### config.mk
export PLATFORM = sky130hd
export DESIGN_NAME = hook_controller_flat
export DESIGN_NICKNAME = d
export VERILOG_FILES = /design/src/rtl/hook_pkg.sv /design/src/rtl/hook_if.sv /design/src/rtl/hook_tick_gen.sv /design/src/rtl/hook_controller.sv /design/src/flat_wrapper.sv
export SDC_FILE = /design/constraint.sdc
export NUM_CORES = 1
export LEC_CHECK = 0
export ABC_AREA = 0
export ABC_CLOCK_PERIOD_IN_PS = 10050
export CORE_MARGIN = 2
export CORE_UTILIZATION = 60
export DETAILED_ROUTE_END_ITERATION = 6
export DONT_BUFFER_PORTS = 1
export PLACE_DENSITY = 0.77
export SETUP_SLACK_MARGIN = 0.1
export SYNTH_ARGS = -nofsm -noshare
export SYNTH_HDL_FRONTEND = slang
export SYNTH_SLANG_ARGS = --single-unit
### constraint.sdc
create_clock -name Clk -period 10.05 [get_ports Clk]
set_clock_uncertainty 0.2 [all_clocks]
set_input_delay 0.5025 -clock Clk [delete_from_list [all_inputs] [get_ports Clk]]
set_output_delay 0.5025 -clock Clk [all_outputs]
set_load 0.01 [all_outputs]
### src/rtl/hook_pkg.sv
// Shared types, per-angle step tables and the tail position helper for the hook controller.
package hook_pkg;

    typedef enum logic [1:0] {
        SWING   = 2'd0,
        EXTEND  = 2'd1,
        RETRACT = 2'd2,
        LOADED  = 2'd3
    } hook_state_t;

    // Extend-direction step per R_mode; index 5 points straight down.
    localparam logic signed [3:0] DX [0:10] = '{
        -4'sd6, -4'sd6, -4'sd5, -4'sd4, -4'sd2, 4'sd0,
         4'sd2,  4'sd4,  4'sd5,  4'sd6,  4'sd6
    };
    localparam logic signed [3:0] DY [0:10] = '{
         4'sd0,  4'sd1,  4'sd2,  4'sd3,  4'sd4, 4'sd6,
         4'sd4,  4'sd3,  4'sd2,  4'sd1,  4'sd0
    };

    function automatic logic signed [10:0] tail_pos(
        input logic [9:0]        origin,
        input logic [6:0]        n,
        input logic signed [3:0] d
    );
        logic signed [10:0] nn;
        logic signed [10:0] dd;
        nn = signed'({4'b0000, n});
        dd = {{7{d[3]}}, d};
        return signed'({1'b0, origin}) + nn * dd;
    endfunction

endpackage

### src/rtl/hook_if.sv
// Catch interface between the hook (master) and the gold/stone sprites (slave).
interface hook_if;
    logic [9:0] tailx;
    logic [9:0] taily;
    logic [3:0] R_mode;
    logic [2:0] state_out;
    logic       is_explode;
    logic       is_catch_any;

    modport master (
        output tailx, taily, R_mode, state_out, is_explode,
        input  is_catch_any
    );

    modport slave (
        input  tailx, taily, R_mode, state_out, is_explode,
        output is_catch_any
    );
endinterface

### src/rtl/hook_tick_gen.sv
// Step-rate divider: counts up to div, pulses tick for one cycle and restarts; clear restarts it early.
module hook_tick_gen (
    input  logic        Clk,
    input  logic        reset,
    input  logic        clear,
    input  logic [31:0] div,
    output logic        tick
);
    logic [31:0] cnt_q;
    logic [31:0] cnt_d;

    assign tick = (cnt_q >= div);

    always_comb begin
        cnt_d = cnt_q + 32'd1;
        if (clear || tick) cnt_d = '0;
    end

    always_ff @(posedge Clk) begin
        if (reset) cnt_q <= '0;
        else       cnt_q <= cnt_d;
    end
endmodule

### src/rtl/hook_controller.sv
// Claw/hook driver: swings, extends, retracts empty or loaded, and publishes the tail to the sprites.
// Optional HOOK_DYNAMITE_EN: dynamite_fire in LOADED drops the load and pulses is_explode.
//
// state   | meaning
// SWING   | hook pivots through R_mode 0..10, waits for a fire edge
// EXTEND  | tail moves outward one step per tick
// RETRACT | tail returns empty at the fast rate
// LOADED  | tail returns with a sprite attached at the slow rate
module hook_controller
    import hook_pkg::*;
#(
    parameter logic [9:0]  ORIGIN_X  = 10'd320,
    parameter logic [9:0]  ORIGIN_Y  = 10'd60,
    parameter logic [31:0] SWING_DIV = 32'd4000000,
    parameter logic [31:0] EXT_DIV   = 32'd1000000,
    parameter logic [31:0] LOAD_DIV  = 32'd8000000,
    parameter logic [9:0]  SCR_W     = 10'd640,
    parameter logic [9:0]  SCR_H     = 10'd480
) (
    input  logic  Clk,
    input  logic  reset,
    input  logic  is_new_game_start,
    input  logic  fire,
    input  logic  dynamite_fire,
    hook_if.master bus
);
    localparam logic signed [10:0] X_MAX = signed'({1'b0, SCR_W - 10'd1});
    localparam logic signed [10:0] Y_MAX = signed'({1'b0, SCR_H - 10'd1});

    hook_state_t state_q, state_d;
    logic [3:0]  r_q, r_d;
    logic [6:0]  n_q, n_d;
    logic        dir_up_q, dir_up_d;
    logic        fire_q;
    logic [9:0]  tailx_q, taily_q;

    logic               rst;
    logic               fire_rise;
    logic               tick;
    logic [31:0]        div;
    logic signed [10:0] nxt_x, nxt_y;
    logic signed [10:0] tx_d, ty_d;
    logic               edge_hit;

    assign rst       = reset | is_new_game_start;
    assign fire_rise = fire & ~fire_q;

`ifdef HOOK_DYNAMITE_EN
    logic dyn_q;
    logic explode_q, explode_d;
    logic dyn_rise;
    assign dyn_rise = dynamite_fire & ~dyn_q;
`else
    logic unused_dynamite;
    assign unused_dynamite = dynamite_fire;
`endif

    always_comb begin
        case (state_q)
            SWING:   div = SWING_DIV;
            LOADED:  div = LOAD_DIV;
            default: div = EXT_DIV;
        endcase
    end

    hook_tick_gen u_tick (
        .Clk   (Clk),
        .reset (rst),
        .clear (state_d != state_q),
        .div   (div),
        .tick  (tick)
    );

    // The edge test looks one step ahead so the tail never leaves the screen.
    always_comb begin
        nxt_x    = tail_pos(ORIGIN_X, n_q + 7'd1, DX[r_q]);
        nxt_y    = tail_pos(ORIGIN_Y, n_q + 7'd1, DY[r_q]);
        edge_hit = (n_q == 7'd127) ||
                   (nxt_x < 11'sd0) || (nxt_x > X_MAX) ||
                   (nxt_y < 11'sd0) || (nxt_y > Y_MAX);
    end

    always_comb begin
        state_d  = state_q;
        r_d      = r_q;
        n_d      = n_q;
        dir_up_d = dir_up_q;
`ifdef HOOK_DYNAMITE_EN
        explode_d = 1'b0;
`endif
        case (state_q)
            SWING: begin
                if (fire_rise) begin
                    state_d = EXTEND;
                end else if (tick) begin
                    if (dir_up_q) begin
                        r_d = r_q + 4'd1;
                        if (r_q == 4'd9) dir_up_d = 1'b0;
                    end else begin
                        r_d = r_q - 4'd1;
                        if (r_q == 4'd1) dir_up_d = 1'b1;
                    end
                end
            end
            EXTEND: begin
                if (bus.is_catch_any)  state_d = LOADED;
                else if (edge_hit)     state_d = RETRACT;
                else if (tick)         n_d = n_q + 7'd1;
            end
            RETRACT: begin
                if (n_q == 7'd0) begin
                    state_d = SWING;
                end else if (tick) begin
                    n_d = n_q - 7'd1;
                    if (n_q == 7'd1) state_d = SWING;
                end
            end
            LOADED: begin
`ifdef HOOK_DYNAMITE_EN
                if (dyn_rise) begin
                    state_d   = RETRACT;
                    explode_d = 1'b1;
                end else
`endif
                if (n_q == 7'd0) begin
                    state_d = SWING;
                end else if (tick) begin
                    n_d = n_q - 7'd1;
                    if (n_q == 7'd1) state_d = SWING;
                end
            end
            default: state_d = SWING;
        endcase
    end

    // Tail tracks the next step count so it moves in the cycle right after a tick.
    always_comb begin
        tx_d = tail_pos(ORIGIN_X, n_d, DX[r_d]);
        ty_d = tail_pos(ORIGIN_Y, n_d, DY[r_d]);
    end

    always_ff @(posedge Clk) begin
        if (rst) begin
            state_q  <= SWING;
            r_q      <= 4'd5;
            n_q      <= 7'd0;
            dir_up_q <= 1'b1;
            fire_q   <= 1'b0;
            tailx_q  <= ORIGIN_X;
            taily_q  <= ORIGIN_Y;
        end else begin
            state_q  <= state_d;
            r_q      <= r_d;
            n_q      <= n_d;
            dir_up_q <= dir_up_d;
            fire_q   <= fire;
            tailx_q  <= tx_d[9:0];
            taily_q  <= ty_d[9:0];
        end
    end

`ifdef HOOK_DYNAMITE_EN
    always_ff @(posedge Clk) begin
        if (rst) begin
            dyn_q     <= 1'b0;
            explode_q <= 1'b0;
        end else begin
            dyn_q     <= dynamite_fire;
            explode_q <= explode_d;
        end
    end
    assign bus.is_explode = explode_q;
`else
    assign bus.is_explode = 1'b0;
`endif

    assign bus.tailx     = tailx_q;
    assign bus.taily     = taily_q;
    assign bus.R_mode    = r_q;
    assign bus.state_out = {1'b0, state_q};
endmodule

### src/flat_wrapper.sv
// flat-port wrapper written by rule: the top's interface ports become plain ports
module hook_controller_flat import hook_pkg::*;
#(
    parameter logic [9:0]  ORIGIN_X  = 10'd320,
    parameter logic [9:0]  ORIGIN_Y  = 10'd60,
    parameter logic [31:0] SWING_DIV = 32'd4000000,
    parameter logic [31:0] EXT_DIV   = 32'd1000000,
    parameter logic [31:0] LOAD_DIV  = 32'd8000000,
    parameter logic [9:0]  SCR_W     = 10'd640,
    parameter logic [9:0]  SCR_H     = 10'd480
)
  (Clk, reset, is_new_game_start, fire, dynamite_fire, bus_tailx, bus_taily, bus_R_mode, bus_state_out, bus_is_explode, bus_is_catch_any);
  hook_if bus_i ();
  input  logic Clk;
  input  logic reset;
  input  logic is_new_game_start;
  input  logic fire;
  input  logic dynamite_fire;
  output wire logic [$bits(bus_i.tailx)-1:0] bus_tailx;
  output wire logic [$bits(bus_i.taily)-1:0] bus_taily;
  output wire logic [$bits(bus_i.R_mode)-1:0] bus_R_mode;
  output wire logic [$bits(bus_i.state_out)-1:0] bus_state_out;
  output wire logic [$bits(bus_i.is_explode)-1:0] bus_is_explode;
  input wire logic [$bits(bus_i.is_catch_any)-1:0] bus_is_catch_any;
  assign bus_tailx = bus_i.tailx;
  assign bus_taily = bus_i.taily;
  assign bus_R_mode = bus_i.R_mode;
  assign bus_state_out = bus_i.state_out;
  assign bus_is_explode = bus_i.is_explode;
  assign bus_i.is_catch_any = bus_is_catch_any;
  hook_controller #(.ORIGIN_X(ORIGIN_X), .ORIGIN_Y(ORIGIN_Y), .SWING_DIV(SWING_DIV), .EXT_DIV(EXT_DIV), .LOAD_DIV(LOAD_DIV), .SCR_W(SCR_W), .SCR_H(SCR_H)) u_core (.Clk(Clk), .reset(reset), .is_new_game_start(is_new_game_start), .fire(fire), .dynamite_fire(dynamite_fire), .bus(bus_i));
endmodule
; ---- After elaboration in Yosys (flattened, before gate mapping)
; Memory sizes are Yosys's and may differ from the RTL's.
; Index checks and enable logic that the tools add are counted.
[classes]
n_addsub = 9
multipliers = 4
order_cmp = 7
eq_ne = 8
n_mux = 29
n_bitwise = 6
reduce_logical = 10
[ops]
columns = operator, count
row1 = 4-bit two-way mux, 12
row2 = 23-bit case mux with 2 select lines, 1
row3 = 7-bit two-way mux, 5
row4 = 32-bit by 1-bit adder with 32-bit output (second input constant), 1
row5 = 32-bit by 23-bit greater-or-equal comparator with 1-bit output, 1
row6 = 11-bit by 1-bit less-than comparator with 1-bit output (second input constant), 2
row7 = 8-bit by 4-bit multiplier with 11-bit output, 2
row8 = 8-bit by 4-bit multiplier with 10-bit output, 2
row9 = 7-bit case mux with 2 select lines, 1
row10 = 2-bit two-way mux, 6
row11 = 10-bit by 11-bit adder with 11-bit output (first input constant), 1
row12 = 7-bit by 11-bit adder with 11-bit output (first input constant), 1
row13 = 11-bit by 10-bit greater-than comparator with 1-bit output (second input constant), 1
row14 = 11-bit greater-than comparator (second input constant), 1
row15 = 10-bit adder (first input constant), 1
row16 = 7-bit by 10-bit adder with 10-bit output (first input constant), 1
row17 = 5-bit greater-or-equal comparator (second input constant), 2
row18 = 4-bit NOT with 5-bit output, 2
row19 = 7-bit by 1-bit adder with 7-bit output (second input constant), 1
row20 = 7-bit by 1-bit == test with 1-bit output (second input constant), 1
row21 = 7-bit == test (second input constant), 1
row22 = 7-bit zero test, 1
row23 = 7-bit by 1-bit subtractor with 7-bit output (second input constant), 1
row24 = 2-bit case mux with 3 select lines, 1
row25 = other kinds (15), 24
[totals]
register_bits = 67
rom_bits = 256
in_bits = 6
out_inout_bits = 28
wordCells = 85
mem_count = 4
[memory_table]
columns = name, words, width, read_ports, rd_ports_with_merged_regs, wr, line
row1 = (no name shown), 16, 4, 1, 0, 0, hook_controller.sv:77  ; nxt_y = tail_pos(ORIGIN_Y, n_q + 7'd1, DY[r_q]);
row2 = (no name shown), 16, 4, 1, 0, 0, hook_controller.sv:138  ; tx_d = tail_pos(ORIGIN_X, n_d, DX[r_d]);
row3 = (no name shown), 16, 4, 1, 0, 0, hook_controller.sv:76  ; nxt_x = tail_pos(ORIGIN_X, n_q + 7'd1, DX[r_q]);
row4 = (no name shown), 16, 4, 1, 0, 0, hook_controller.sv:139  ; ty_d = tail_pos(ORIGIN_Y, n_d, DY[r_d]);

; ---- Logic depth before layout (Yosys ltp)
[logic_depth]
depth_word = 17
ltp_mapped = 38
ltp_nobuf = 37

; ---- Hierarchy
; Synthesis repeated with hierarchy kept, for this count alone.
[unflattened]
cells_unflattened = 929
area_unflattened_um2 = 8046.5
[by_module_without_submodules]
columns = mod, n_inst, cells_per_inst, area_each_um2, seq_area_each_um2
row1 = hook_controller, 1, 646, 5501.5, 700.7
row2 = hook_tick_gen, 1, 283, 2544.9, 640.6

; ---- Worst setup path before layout
; OpenSTA, ideal clock, no wires.
[synth_timing]
path_kind = reg-to-reg
from = register u_core.r_q[0], in the netlist u_core.bus.R_mode[0]
to = register u_core.tailx_q[9], in the netlist u_core.bus.tailx[9]
arrival_ns = 8.496
required_ns = 9.727
setup_slack_ns = 1.231
path_stages_with_launch = 37
cell_sequence = dfxtp_1 > clkbuf_1 > inv_1 > ha_1 > nand2_1 > o21ai_0 > nand2b_1 > nand2_1 > fa_1 > fa_1 > inv_1 > fa_1 > ha_1 > inv_1 > fa_1 > nand2b_1 > a21oi_1 > o21ai_0 > a221o_1 > o311ai_4 > nor3_2 > o32ai_2 > nand2_1 > fa_1 > fa_1 > fa_1 > inv_1 > ha_1 > fa_1 > a21oi_1 > nor2_1 > nor2_1 > o21bai_1 > a21oi_1 > xnor2_1 > nand2b_1 > mux2i_1
[synth_between]
elab_chain_cells = 16
[synth_lines]
columns = item, line
row1 = from (decl), hook_controller.sv:31  ; logic [3:0] r_q, r_d;
row2 = from (signal assigned), hook_controller.sv:153  ; r_q <= r_d;
row3 = 4-bit NOT with 5-bit output (implied by the code), "hook_controller.sv:76, hook_controller.sv:77"
row4 = memory 16 x 4 bit, -
row5 = 4-bit two-way mux (implied by the code) (2 in a row), hook_controller.sv:76
row6 = 8-bit by 4-bit multiplier with 11-bit output, hook_pkg.sv:30  ; return signed'({1'b0, origin}) + nn * dd;
row7 = 10-bit by 11-bit adder with 11-bit output, hook_pkg.sv:30
row8 = 11-bit by 1-bit less-than comparator with 1-bit output, hook_controller.sv:79  ; (nxt_x < 11'sd0) || (nxt_x > X_MAX) ||
row9 = 1-bit logical OR, hook_controller.sv:78  ; edge_hit = (n_q == 7'd127) ||
row10 = 1-bit logical OR (2 in a row), hook_controller.sv:79
row11 = 1-bit logical OR, hook_controller.sv:80  ; (nxt_y < 11'sd0) || (nxt_y > Y_MAX);
row12 = 7-bit two-way mux, hook_controller.sv:107  ; else if (edge_hit) state_d = RETRACT;
row13 = 7-bit two-way mux, hook_controller.sv:106  ; if (bus.is_catch_any) state_d = LOADED;
row14 = 7-bit case mux with 2 select lines, hook_controller.sv:91  ; case (state_q)
row15 = 8-bit by 4-bit multiplier with 10-bit output (*), hook_pkg.sv:30
row16 = 10-bit adder (*), hook_pkg.sv:30
row17 = to (signal assigned), hook_controller.sv:157  ; tailx_q <= tx_d[9:0];
row18 = to (decl), hook_controller.sv:35  ; logic [9:0] tailx_q, taily_q;
; Every way passes the cells marked *; elsewhere a longest branch is shown, timed or not. The select of a mux whose other input is x is not followed.
; A chain may end at the register's enable or synchronous reset.

; ---- Worst setup path in the final report
[layout_timing]
from = register u_core.r_q[1], in the netlist u_core.bus.R_mode[1]
to = register u_core.tailx_q[9], in the netlist u_core.bus.tailx[9]
; Same word-level chain as after synthesis.

==> metrics <==
mux contribution to synthesized area 0.01652; Clk pin slew, worst setup/hold paths roughly 0.060 ns; die area 12490 um2; DRT Pass-1 Iters 7; DRT iter0 DRCs 506; post-synth top area share 0.1925; Routed WL roughly 15 mm; Filler cells 933; LEAKAGE 3.423 nW; Max-cap violations 0; simple-gate area share of the yosys netlist 0.2149; final period utilization 0.9173; Net Sw Power 0.0002626 W; htree depth 3; Seq cells post-synth 67; Startpoint Class flop; Fin Setup TNS 0 ns; post-detail-place hpwl roughly 12 mm; first-pass GRT wire length around 26 mm; initial antenna violation count 0; crit end category flop; Fin. Hold Viols 0; Cell variety after synth 78; Synth area leaders dfxtp_1 19%, ha_1 18%, fa_1 12%; Worst EP arrival 9.28 ns; CTS Buf Count 9; ant diodes 0; Post-DRT Antenna Nets 0; Req. time, crit path roughly 10 ns; Avg Cell Area, Syn between 8 and 9 um2; maximum vdd drop 0.1244 mV; synthesized area between 6000 and 7000 um2; Synth async-reset ratio 0; Die Y 111.8 um; endpoints failing setup 0; critical path's slowest cell fa_1; share of cells above drive strength 1 0.07635; Min-Delay Path Class input port to flop; Root Driver clkbuf_16; TritonCTS clock tree done; Clk pwr share 0.405; gpl congestion 0.8885; most frequent CP cell fa_1; worst-path maximum fanout 8; area share of fa/ha/maj cells after synthesis 0.3002; Ys Warns 0; Max Root-Sink Buffers 2; total gr overflow 0; main combinational cell family by area after synthesis adder cells; area grow syn2layout 6.553%; io pins 34; Post-synth EDFFs 0; Site Rows 39; Main synth FF type dfxtp_1; Starting Density 0.6130; post-synthesis xor/xnor area fraction 0.06158; detailed-route wire length per cell between 15 and 20 um; combinational share of power 0.251; Sw Ratio 0.3213; max_slew headroom 0.1947; crit path time final between 9 and 10 ns; Mapped Cells roughly 800; outcome finished clean; core outline area approximately 11000 um2; crit-path max cell delay 0.55 ns; post-DR vias/cell 5.911; PwrDens 110.1 nW/um2; Remaining DRCs 0; WS Path Type flop to flop; Internal Power 0.0005548 W; largest net degree at the start of global routing 25; post-layout util 0.6531; Peak Freq 108.5 MHz; sequential share of power 0.345; Seq/Total Area, Yosys 0.1925; Layout Nets 955; crit path buf inv count 7; IO Port Bufs 0; Worst Tran Pin Value 1.204 ns; Crit path max-delay family adder cells; CTS Sinks 67; Worst-Skew Late Latency about 0.34 ns; RSZ-0062 raised after global routing false; GRT Total Usage 0.2539; Synth Area in Compound Gates 0.1506; vias after detailed routing roughly 5600; Max Transition Viols Final 0; largest area contributor in the netlist dfxtp_1; vias in the first global route 5673; DIE WIDTH 111.8 um
==> layer usage <==
metal	GRT usage	vias to the layer above	part of all wire
li1	-	2729	-
met3	0.05553	39	0.056
met2	0.4400	176	0.49
met4	0.08889	0	0.021
met5	0	-	0
met1	0.3122	2701	0.43
==> synthesized netlist by cell type (6+ instances only) <==
cell      count
a21o_1       11
a21oi_1      29
a31oi_1       6
and2_1       15
and3_1       12
clkbuf_1     12
dfxtp_1      67
fa_1         42
ha_1        100
inv_1        86
mux2i_1       7
nand2_1      52
nand2b_1     14
nand3_1      18
nor2_1       90
nor2b_1      10
nor3_1       33
nor4_1        6
o21a_1        7
o21ai_0      19
or2_1         6
or2_2         8
xnor2_1      25
xor2_1       24
==> state kept, by name (all words and copies together) (netlist names) <==
register and count:
u_core.bus.taily 10, u_core.dir_up_q 1, u_core.bus.R_mode 4, u_core.u_tick.cnt_q 32, u_core.fire_q 1, u_core.state_q 2
u_core.bus.tailx 10, u_core.n_q 7
==> timing repair <==
item | 4_1_cts | 5_1_grt
setup endpoints to repair | 0 | 1
gates resized for setup | 0 | 2
setup buffers | 0 | 0
hold buffers | 0 | 0
==> cell type report <==
| cell class | count | area [um2] | share of cell area |
|---|---|---|---|
| multi-input combinational | 636 | 5221 | 0.7031 |
| clock inverter | 6 | 71.32 | 0.009604 |
| inverter | 87 | 326.6 | 0.04398 |
| tap | 143 | 178.9 | 0.02409 |
| clock buffer | 10 | 239.0 | 0.03218 |
| timing repair buffer | 6 | 45.04 | 0.006066 |
| sequential | 67 | 1344 | 0.1810 |
==> logic make-up (layout without fill, tap and decap cells) <==
family          after synthesis  after routing
compound gates              128            128
xor+xnor                     49             49
fa+ha+maj                   142            142
buf+inv                     109            109
flops                        67             67
mux                          10             10
other cells                   1             10
simple gates                297            297
==> final timing paths <==
path,startpoint,depth (start not counted),slack [ns],to
setup / recovery,u_core.bus.R_mode[1]$_SDFF_PP0_,36,0.83,u_core.bus.tailx[9]$_SDFF_PP0_
hold / removal,fire,1,0.08,u_core.fire_q$_SDFF_PP0_
setup reg to reg,u_core.bus.R_mode[1]$_SDFF_PP0_,36,0.83,u_core.bus.tailx[9]$_SDFF_PP0_
hold reg to reg,u_core.u_tick.cnt_q[0]$_SDFF_PP0_,1,0.31,u_core.u_tick.cnt_q[0]$_SDFF_PP0_
==> power groups by stage <==
stage / Clock [W] / Combinational [W] / Sequential, W
2_1_floorplan: 0 / 0.000162 / 0.000285
5_1_grt: 0.000346 / 0.000232 / 0.000282
3_3_place_gp: 0 / 0.000193 / 0.000287
3_5_place_dp: 0 / 0.000201 / 0.000288
4_1_cts: 0.000336 / 0.000204 / 0.000282
6_report: 0.000331 / 0.000205 / 0.000282
==> cells in the final DEF, fill, tap and decap left out, types with 15 or more instances in the layout <==
| cell | instances |
|---|---|
| inv_1 | 86 |
| nor3_1 | 33 |
| xor2_1 | 24 |
| o21ai_0 | 19 |
| and2_1 | 15 |
| dfxtp_1 | 65 |
| fa_1 | 42 |
| nand2_1 | 52 |
| xnor2_1 | 25 |
| a21oi_1 | 29 |
| nand3_1 | 18 |
| nor2_1 | 90 |
| ha_1 | 100 |
==> stage by stage <==
stage | cells | worst slack, ns | instance area [um2] | hold slack (ns) | power [W]
after detailed placement | 939 | 0.8191 | 7113 | 0.3068 | 0.0004887
after global placement | 939 | 0.9095 | 7113 | 0.2974 | 0.0004808
after floorplan | 812 | 1.231 | 7003 | 0.2699 | 0.0004476
final | 955 | 0.8308 | 7426 | 0.07980 | 0.0008175
after global routing | 955 | 0.1985 | 7426 | 0.06963 | 0.0008603
after CTS | 955 | 0.7218 | 7423 | 0.07389 | 0.0008218
(Power assumes the default switching activity.)
